### src/rtl/regbank_sb.sv
// Parametrised register bank: 2 combinational read ports, 1 write port, busy scoreboard
// and a one-entry-per-cycle soft-clear sequencer. Optional write-through forwarding: REGBANK_BYPASS_EN.
module regbank_sb #(
  parameter int DATA_W   = 16,
  parameter int ADDR_W   = 4,
  parameter int ZERO_REG = 1
) (
  input  logic              Clk,
  input  logic              Rst_n,
  input  logic              We,
  input  logic [ADDR_W-1:0] Addr_Rd,
  input  logic [DATA_W-1:0] W_Data,
  input  logic [ADDR_W-1:0] Addr_Ra,
  input  logic [ADDR_W-1:0] Addr_Rb,
  output logic [DATA_W-1:0] Ra_out,
  output logic [DATA_W-1:0] Rb_out,
  input  logic              Iss_Valid,
  input  logic [ADDR_W-1:0] Iss_Addr,
  output logic              Ra_busy,
  output logic              Rb_busy,
  input  logic              Clr_Req,
  output logic              Clr_Busy,
  output logic              Ready,
  output logic              o_dbg_state
);

  localparam int DEPTH = 2**ADDR_W;
  localparam bit ZR    = (ZERO_REG != 0);

  typedef enum logic {S_IDLE = 1'b0, S_CLEAR = 1'b1} state_t;

  state_t              r_state;
  logic [ADDR_W-1:0]   r_idx;
  logic                r_clr_busy;
  logic [DATA_W-1:0]   r_bank [DEPTH];
  logic [DEPTH-1:0]    r_busy;

  logic w_wr_ok;
  logic w_iss_ok;
  logic w_zero_a;
  logic w_zero_b;

  // Write/issue only land in IDLE and lose to a same-cycle clear request.
  assign w_wr_ok  = We && !r_clr_busy && !Clr_Req;
  assign w_iss_ok = Iss_Valid && !r_clr_busy && !Clr_Req && !(ZR && Iss_Addr == '0);
  assign w_zero_a = (ZR && Addr_Ra == '0) || r_clr_busy;
  assign w_zero_b = (ZR && Addr_Rb == '0) || r_clr_busy;

  always_ff @(posedge Clk or negedge Rst_n) begin
    if (!Rst_n) begin
      r_state    <= S_IDLE;
      r_idx      <= '0;
      r_clr_busy <= 1'b0;
      r_busy     <= '0;
      for (int i = 0; i < DEPTH; i++) r_bank[i] <= '0;
    end else begin
      case (r_state)
        S_IDLE: begin
          if (Clr_Req) begin
            r_state    <= S_CLEAR;
            r_idx      <= '0;
            r_clr_busy <= 1'b1;
            r_busy     <= '0;
          end else begin
            if (w_wr_ok && !(ZR && Addr_Rd == '0)) r_bank[Addr_Rd] <= W_Data;
            if (w_wr_ok) r_busy[Addr_Rd] <= 1'b0;
            // Issue is evaluated last so a new producer wins over write-back.
            if (w_iss_ok) r_busy[Iss_Addr] <= 1'b1;
          end
        end
        S_CLEAR: begin
          r_bank[r_idx] <= '0;
          r_idx         <= r_idx + 1'b1;
          if (r_idx == ADDR_W'(DEPTH-1)) begin
            r_state    <= S_IDLE;
            r_clr_busy <= 1'b0;
          end
        end
        default: begin
          r_state    <= S_IDLE;
          r_clr_busy <= 1'b0;
        end
      endcase
    end
  end

`ifdef REGBANK_BYPASS_EN
  logic w_fwd_a;
  logic w_fwd_b;
  assign w_fwd_a = w_wr_ok && (Addr_Rd == Addr_Ra);
  assign w_fwd_b = w_wr_ok && (Addr_Rd == Addr_Rb);
  assign Ra_out  = w_zero_a ? '0 : (w_fwd_a ? W_Data : r_bank[Addr_Ra]);
  assign Rb_out  = w_zero_b ? '0 : (w_fwd_b ? W_Data : r_bank[Addr_Rb]);
  assign Ra_busy = r_busy[Addr_Ra] && !w_fwd_a;
  assign Rb_busy = r_busy[Addr_Rb] && !w_fwd_b;
`else
  assign Ra_out  = w_zero_a ? '0 : r_bank[Addr_Ra];
  assign Rb_out  = w_zero_b ? '0 : r_bank[Addr_Rb];
  assign Ra_busy = r_busy[Addr_Ra];
  assign Rb_busy = r_busy[Addr_Rb];
`endif

  assign Clr_Busy    = r_clr_busy;
  assign Ready       = ~r_clr_busy;
  assign o_dbg_state = (r_state == S_CLEAR);

endmodule
### config.mk
export PLATFORM = sky130hd
export DESIGN_NAME = regbank_sb
export DESIGN_NICKNAME = d
export VERILOG_FILES = /design/src/rtl/regbank_sb.sv
export SDC_FILE = /design/constraint.sdc
export NUM_CORES = 1
export LEC_CHECK = 0
export CORE_AREA = 2 2 145 176
export CTS_CLUSTER_SIZE = 12
export DETAILED_ROUTE_END_ITERATION = 8
export DIE_AREA = 0 0 147 178
export PLACE_DENSITY = 0.9
export SLEW_MARGIN = 25
export SYNTH_ARGS = -nofsm -noshare
export SYNTH_HDL_FRONTEND = slang
export SYNTH_SLANG_ARGS = --single-unit
### constraint.sdc
create_clock -name Clk -period 3.55 [get_ports Clk]
set_input_delay 0.71 -clock Clk [delete_from_list [all_inputs] [get_ports Clk]]
set_output_delay 0.71 -clock Clk [all_outputs]
set_load 0.01 [all_outputs]
Word-level counts from Yosys, hierarchy flattened
Index checks and enable logic that the tools add are counted.
{"block": "totals", "regBits": 278, "out_inout_bits": 37}
{"block": "op_classes", "n_eq_ne": 5, "n_mux": 37, "addsub": 1, "reduce_logical": 22, "n_bitwise": 11, "order_cmp": 12}
{"op": "$mux 256", "count": 2}
{"op": "$pmux 256 s2", "count": 1}
{"op": "$and 256x256->256", "count": 1}
{"op": "$bwmux 256", "count": 1}
{"op": "$not 256->256", "count": 1}
{"op": "$mux 16", "count": 13}
{"op": "$bmux 16 s4", "count": 2}
{"op": "$demux 16 s4", "count": 2}
{"op": "$ge 5x5->1 const B", "count": 4}
{"op": "$lt 4x5->1 const B", "count": 4}
{"op": "$not 4->5", "count": 4}
{"op": "$and 16x16->16", "count": 1}
{"op": "$logic_not 4->1", "count": 4}
{"op": "$not 16->16", "count": 1}
{"op": "$or 16x16->16", "count": 1}
{"op": "$logic_and 1x1->1", "count": 10}
{"op": "$lt 5x1->1 const B", "count": 2}
{"op": "$bmux 1 s4", "count": 2}
{"op": "$demux 1 s4", "count": 2}
{"op": "$ge 4x1->1 const B", "count": 2}
{"op": "$mux 1", "count": 8}
{"op": "$pmux 4 s2", "count": 1}
{"op": "$ne 2x2->1 const B", "count": 3}
{"op": "$add 4x1->4 const B", "count": 1}
{"op": "other kinds (8)", "count": 15}

Logic depth before layout (Yosys ltp)
{"block": "logic_depth", "depth_word": 12, "mapped_depth": 7, "mapped_depth_nobuf": 5}

Least setup slack after synthesis
Ideal clock, no wire load.
{"block": "synth_path", "path_kind": "input -> output", "startpoint": "input Addr_Ra[0]", "endpoint": "output Ra_out[10]", "required_time_ns": 2.840, "t_arrival_ns": 2.350, "stages": 6, "path_slack_ns": 0.490, "path_buffers": 4, "path_cell_list": "buf_2 -> buf_1 -> clkbuf_1 -> buf_1 -> a22oi_1 -> o211ai_1"}
{"block": "synth_between", "elab_chain_len": 5, "elab_cells_between_ends": 7, "cone_classes": "mux: 4; bitwise: 1; reduce/logical: 2"}
{"item": "start: declaration", "line": "13", "source": "input logic [ADDR_W-1:0] Addr_Ra,"}
{"item": "$not 4->5 (not written as such)", "line": "97", "source": "assign Ra_out = w_zero_a ? '0 : r_bank[Addr_Ra];"}
{"item": "$bmux 16 s4", "line": "97"}
{"item": "$mux 16 (not written as such) (2 in series)", "line": "97"}
{"item": "$mux 16 (*)", "line": "97"}
{"item": "end: declaration", "line": "15", "source": "output logic [DATA_W-1:0] Ra_out,"}
Mark *: on every way between the ends. The rest lies on a longest branch, timed or not. The select of a mux whose other input is x is not followed.

Final worst setup path
{"block": "layout_path", "startpoint": "input Addr_Rb[3]", "endpoint": "output Rb_out[2]"}
{"block": "layout_between", "elab_chain_len": 5, "elab_cells_between_ends": 7, "cone_classes": "mux: 4; bitwise: 1; reduce/logical: 2"}
{"item": "start: declaration", "line": "14", "source": "input logic [ADDR_W-1:0] Addr_Rb,"}
{"item": "$not 4->5 (not written as such)", "line": "98", "source": "assign Rb_out = w_zero_b ? '0 : r_bank[Addr_Rb];"}
{"item": "$bmux 16 s4", "line": "98"}
{"item": "$mux 16 (not written as such) (2 in series)", "line": "98"}
{"item": "$mux 16 (*)", "line": "98"}
{"item": "end: declaration", "line": "16", "source": "output logic [DATA_W-1:0] Rb_out,"}
Marked as above.

==> results summary <==
The flow ran to the end, but the final reports show violations. The checks that failed: setup timing. The number of buffer cells added on primary ports came out at 73. After detailed routing, the average wire length per cell comes to roughly 28 µm.

The number of standard-cell rows in the floorplan came out at 63. The average via count per standard cell came out at 7.51. After synthesis, the share of flip-flops with an asynchronous set or reset is 100%.

The peak supply drop is around 0.35 mV. The required time reported for the critical path endpoint came out at 2.84 ns. The area of the core came out at 24400 µm². In this run the worst hold path is classified as in2async. The final clock period utilization by the worst path came out at 101%.

The worst pin sits at a relative slew slack of 34.4%. The maximum fanout count along the critical path is 16. The count of warnings emitted by yosys is 0.

The first global-routing pass estimated around 77000 µm of wire. In this run the remaining antenna-violating nets after routing total 0. The top flip-flop cell by instance count after synthesis is dfrtp_1.

STA classifies the critical path startpoint as an input pin. The number of distinct library cell variants in the gate-level netlist after synthesis is 57. Setup slack on the worst reg-to-reg path comes out at 0.75 ns.

The synthesized design contains 262 register bits. The height of the chip is roughly 180 µm. The cell sitting at the root of the clock tree is a clkbuf_16.

The final core utilization is 69.1%. STA classifies the critical path endpoint as an output port. The count of flip-flops with a built-in enable after synthesis came out at 0. 74 I/O pins were placed. In this run the power density over the cells is 568 nW/µm². The worst setup path startpoint is Addr_Rb[3]. The DRC violation total after the first TritonRoute iteration came out at 2290. The overall track demand over capacity in global routing came out at 38.1%. The fraction of layout instances using a drive strength above 1 is 20.9%.

The max-slew violation count is 0. The leakage power is 7.38 nW. The setup-violating endpoint count in the final report is 3. The total of fill cells in the finished design came out at 1657. The critical path's top delay family is buffers and inverters.

The area of the die is 26200 µm². The net count of the finished layout is roughly 1500. The critical path arrival came out at 2.87 ns.

The routed layout has 13232 vias. The initial core utilization is about three fifths. The combined buffer and inverter count along the critical path is 3. The worst register-to-register path begins at o_dbg_state$_DFF_PN0_. By count the netlist is led by dfrtp_1 (262), nand2_1 (206), a22o_1 (161).

The actual slew at the worst max-slew pin came out at 0.983 ns. The number of buffers added by the clock tree synthesis step came out at 28. After detailed routing, the number of remaining DRC violations is 0. In this run the critical register-to-register path is captured at r_bank[18]$_DFFE_PN0P_. The first-pass iteration count of the detailed router came out at 6. Traced cell by cell, the critical path runs through clkdlybuf4s50_1 > nand2_1 > buf_4 > o31ai_1 > clkdlybuf4s50_1. The total wire length came out at 49600 µm.

The number of buffers between clock root and the deepest sink came out at 3. Among all cell types in the netlist, the one instantiated most often is dfrtp_1. The tool flagged a number of max-cap violations equal to 0. Summing every instance area after synthesis gives 14500 µm².

The width of the die came out at 147 µm. The worst-path cell with the longest stage delay is clkdlybuf4s50_1. Synthesis produced 1358 cells. The worst reg2reg path depth came out at 5. The pin count of the biggest net entering global routing came out at 101. The largest area contributor in the netlist is dfrtp_1.

The number of antenna violations at the first check in global routing was 1. The final clock skew is 0.0113 ns. The final hold violation count is 0. The area growth from synthesis to layout is 16.4%.

The number of clock sinks seen by CTS came out at 262. TritonCTS built the clock tree. The net count of the mapped netlist is approximately 1400.

The via count of the first global-routing pass is 13428. The cell that appears most often on the critical path is clkdlybuf4s50_1. The portion of synthesized cell area occupied by the leading cell type came out at between 40% and 50%. Subtracting the final worst setup slack from the clock period gives 3.58 ns. At the end of routability-driven placement, the weighted congestion stood at 1.01. Of the synthesized area, sequential elements account for around 45%. The achievable frequency came out at 279 MHz.

The remaining global-route overflow came out at 0. The setup fix buffers added after clock tree synthesis is 0. Clock-pin slew was measured on the worst setup and hold paths at 0.05 ns. After synthesis, the cell types taking the most area are dfrtp_1 (45%), a22o_1 (9.7%), mux2_2 (7.3%). 0 antenna diodes ended up in the layout. The peak per-stage delay on the critical path came out at 0.65 ns. The mean post-synth cell area came out at 10.7 µm². The final setup slack of the worst path came out at -0.0329 ns.

The wire-length estimate of the detail-placed layout is 31600 µm. The worst hold-check slack came out at around 0.22 ns. The setup path with the least slack is of type in2out. The CTS H-tree depth is 1. The clock reaches the later pin of the worst-skew pair after 0.55 ns.
## layer usage
metal | GRT usage (%) | part of all wire [%] | routed length [µm]
met2 | 59.4 | 45 | 22400
met4 | 28.3 | 9.0 | 4440
met1 | 46.3 | 34 | 16700
met5 | 0 | 0 | 0
met3 | 9.57 | 12 | 6080
## stage by stage
step / TNS, ns / cell area, µm² / cells / power [W] / worst slack [ns]
after global routing: -0.00315 / 16900 / 1763 / 0.00993 / -0.00315
after global placement: -0.516 / 15900 / 1714 / 0.00644 / -0.0905
after floorplan: 0 / 14500 / 1358 / 0.00548 / 0.490
after detailed placement: -0.710 / 15900 / 1714 / 0.00659 / -0.144
after CTS: 0 / 16800 / 1762 / 0.00947 / 0.00539
final: -0.0622 / 16900 / 1763 / 0.00960 / -0.0329
## how the worst max path moves through the flow
stage	end	slack (ns)	depth (start not counted)
3_3_place_gp	Ra_out[6]	-0.09	5
4_1_cts	Rb_out[14]	0.005	7
3_5_place_dp	Ra_out[14]	-0.14	6
5_1_grt	Ra_out[4]	-0.003	6
6_report	Rb_out[2]	-0.03	5
2_1_floorplan	Ra_out[10]	0.49	6
## sequential cells by signal (all words and copies together), names as in the netlist
name         count
o_dbg_state      1
r_bank         240
Clr_Busy         1
r_idx            4
r_busy          16
## cells in the final DEF (no fill, tap or decap), types with 4 or more instances in the layout
master	count
a211oi_1	5
a21oi_1	26
a22o_1	161
a22oi_1	57
a22oi_2	4
and3_1	5
buf_12	11
buf_4	73
clkbuf_1	7
clkbuf_16	29
clkbuf_8	6
clkdlybuf4s50_1	66
clkinv_2	5
dfrtp_1	262
ha_1	4
inv_1	6
mux2_2	94
mux2i_1	63
mux4_2	42
nand2_1	206
nand2b_1	7
nand3_1	18
nor2_1	24
nor2b_1	13
nor3_2	10
nor3b_2	4
o211ai_1	16
o21ai_0	89
o22a_1	16
o22ai_1	32
o31ai_1	14
## worst register-to-register path: cells and delay by family (launching register included)
kind | cells | cell delay (ns)
AO/OA/AOI/OAI | 1 | 0.13
buffers and inverters | 1 | 0.37
flip-flops | 1 | 0.94
AND/OR/NAND/NOR | 3 | 1.22
## timing repair
action,CTS,global route
gates cloned,0,1
gates resized for setup,6,10
hold buffers,0,0
endpoints found under the setup margin,18,14
## final cells by class
| class | instances | area (µm²) | area share, % |
|---|---|---|---|
| clock buffers | 42 | 835 | 4.94 |
| clock inverters | 6 | 55.1 | 0.326 |
| inverters | 7 | 26.3 | 0.156 |
| multi-input cells | 962 | 7500 | 44.4 |
| flip-flops and latches | 262 | 6560 | 38.8 |
| well taps | 325 | 407 | 2.41 |
| repair buffers | 159 | 1510 | 8.96 |
## cell families after synthesis
| family | after synthesis | synth area share, % |
|---|---|---|
| mux | 199 | 18.2 |
| buf+inv | 134 | 3.86 |
| compound gates | 440 | 22.2 |
| simple gates | 317 | 10.2 |
| xor+xnor | 2 | 0.121 |
| fa+ha+maj | 4 | 0.345 |
| flops | 262 | 45.2 |
## power by group
group	internal [W]	total (W)	switching [W]
sequential	0.00352	0.00405	0.000530
clock	0.00168	0.00288	0.00120
combinational	0.00111	0.00267	0.00157
Power figures use the tool's default switching activity.
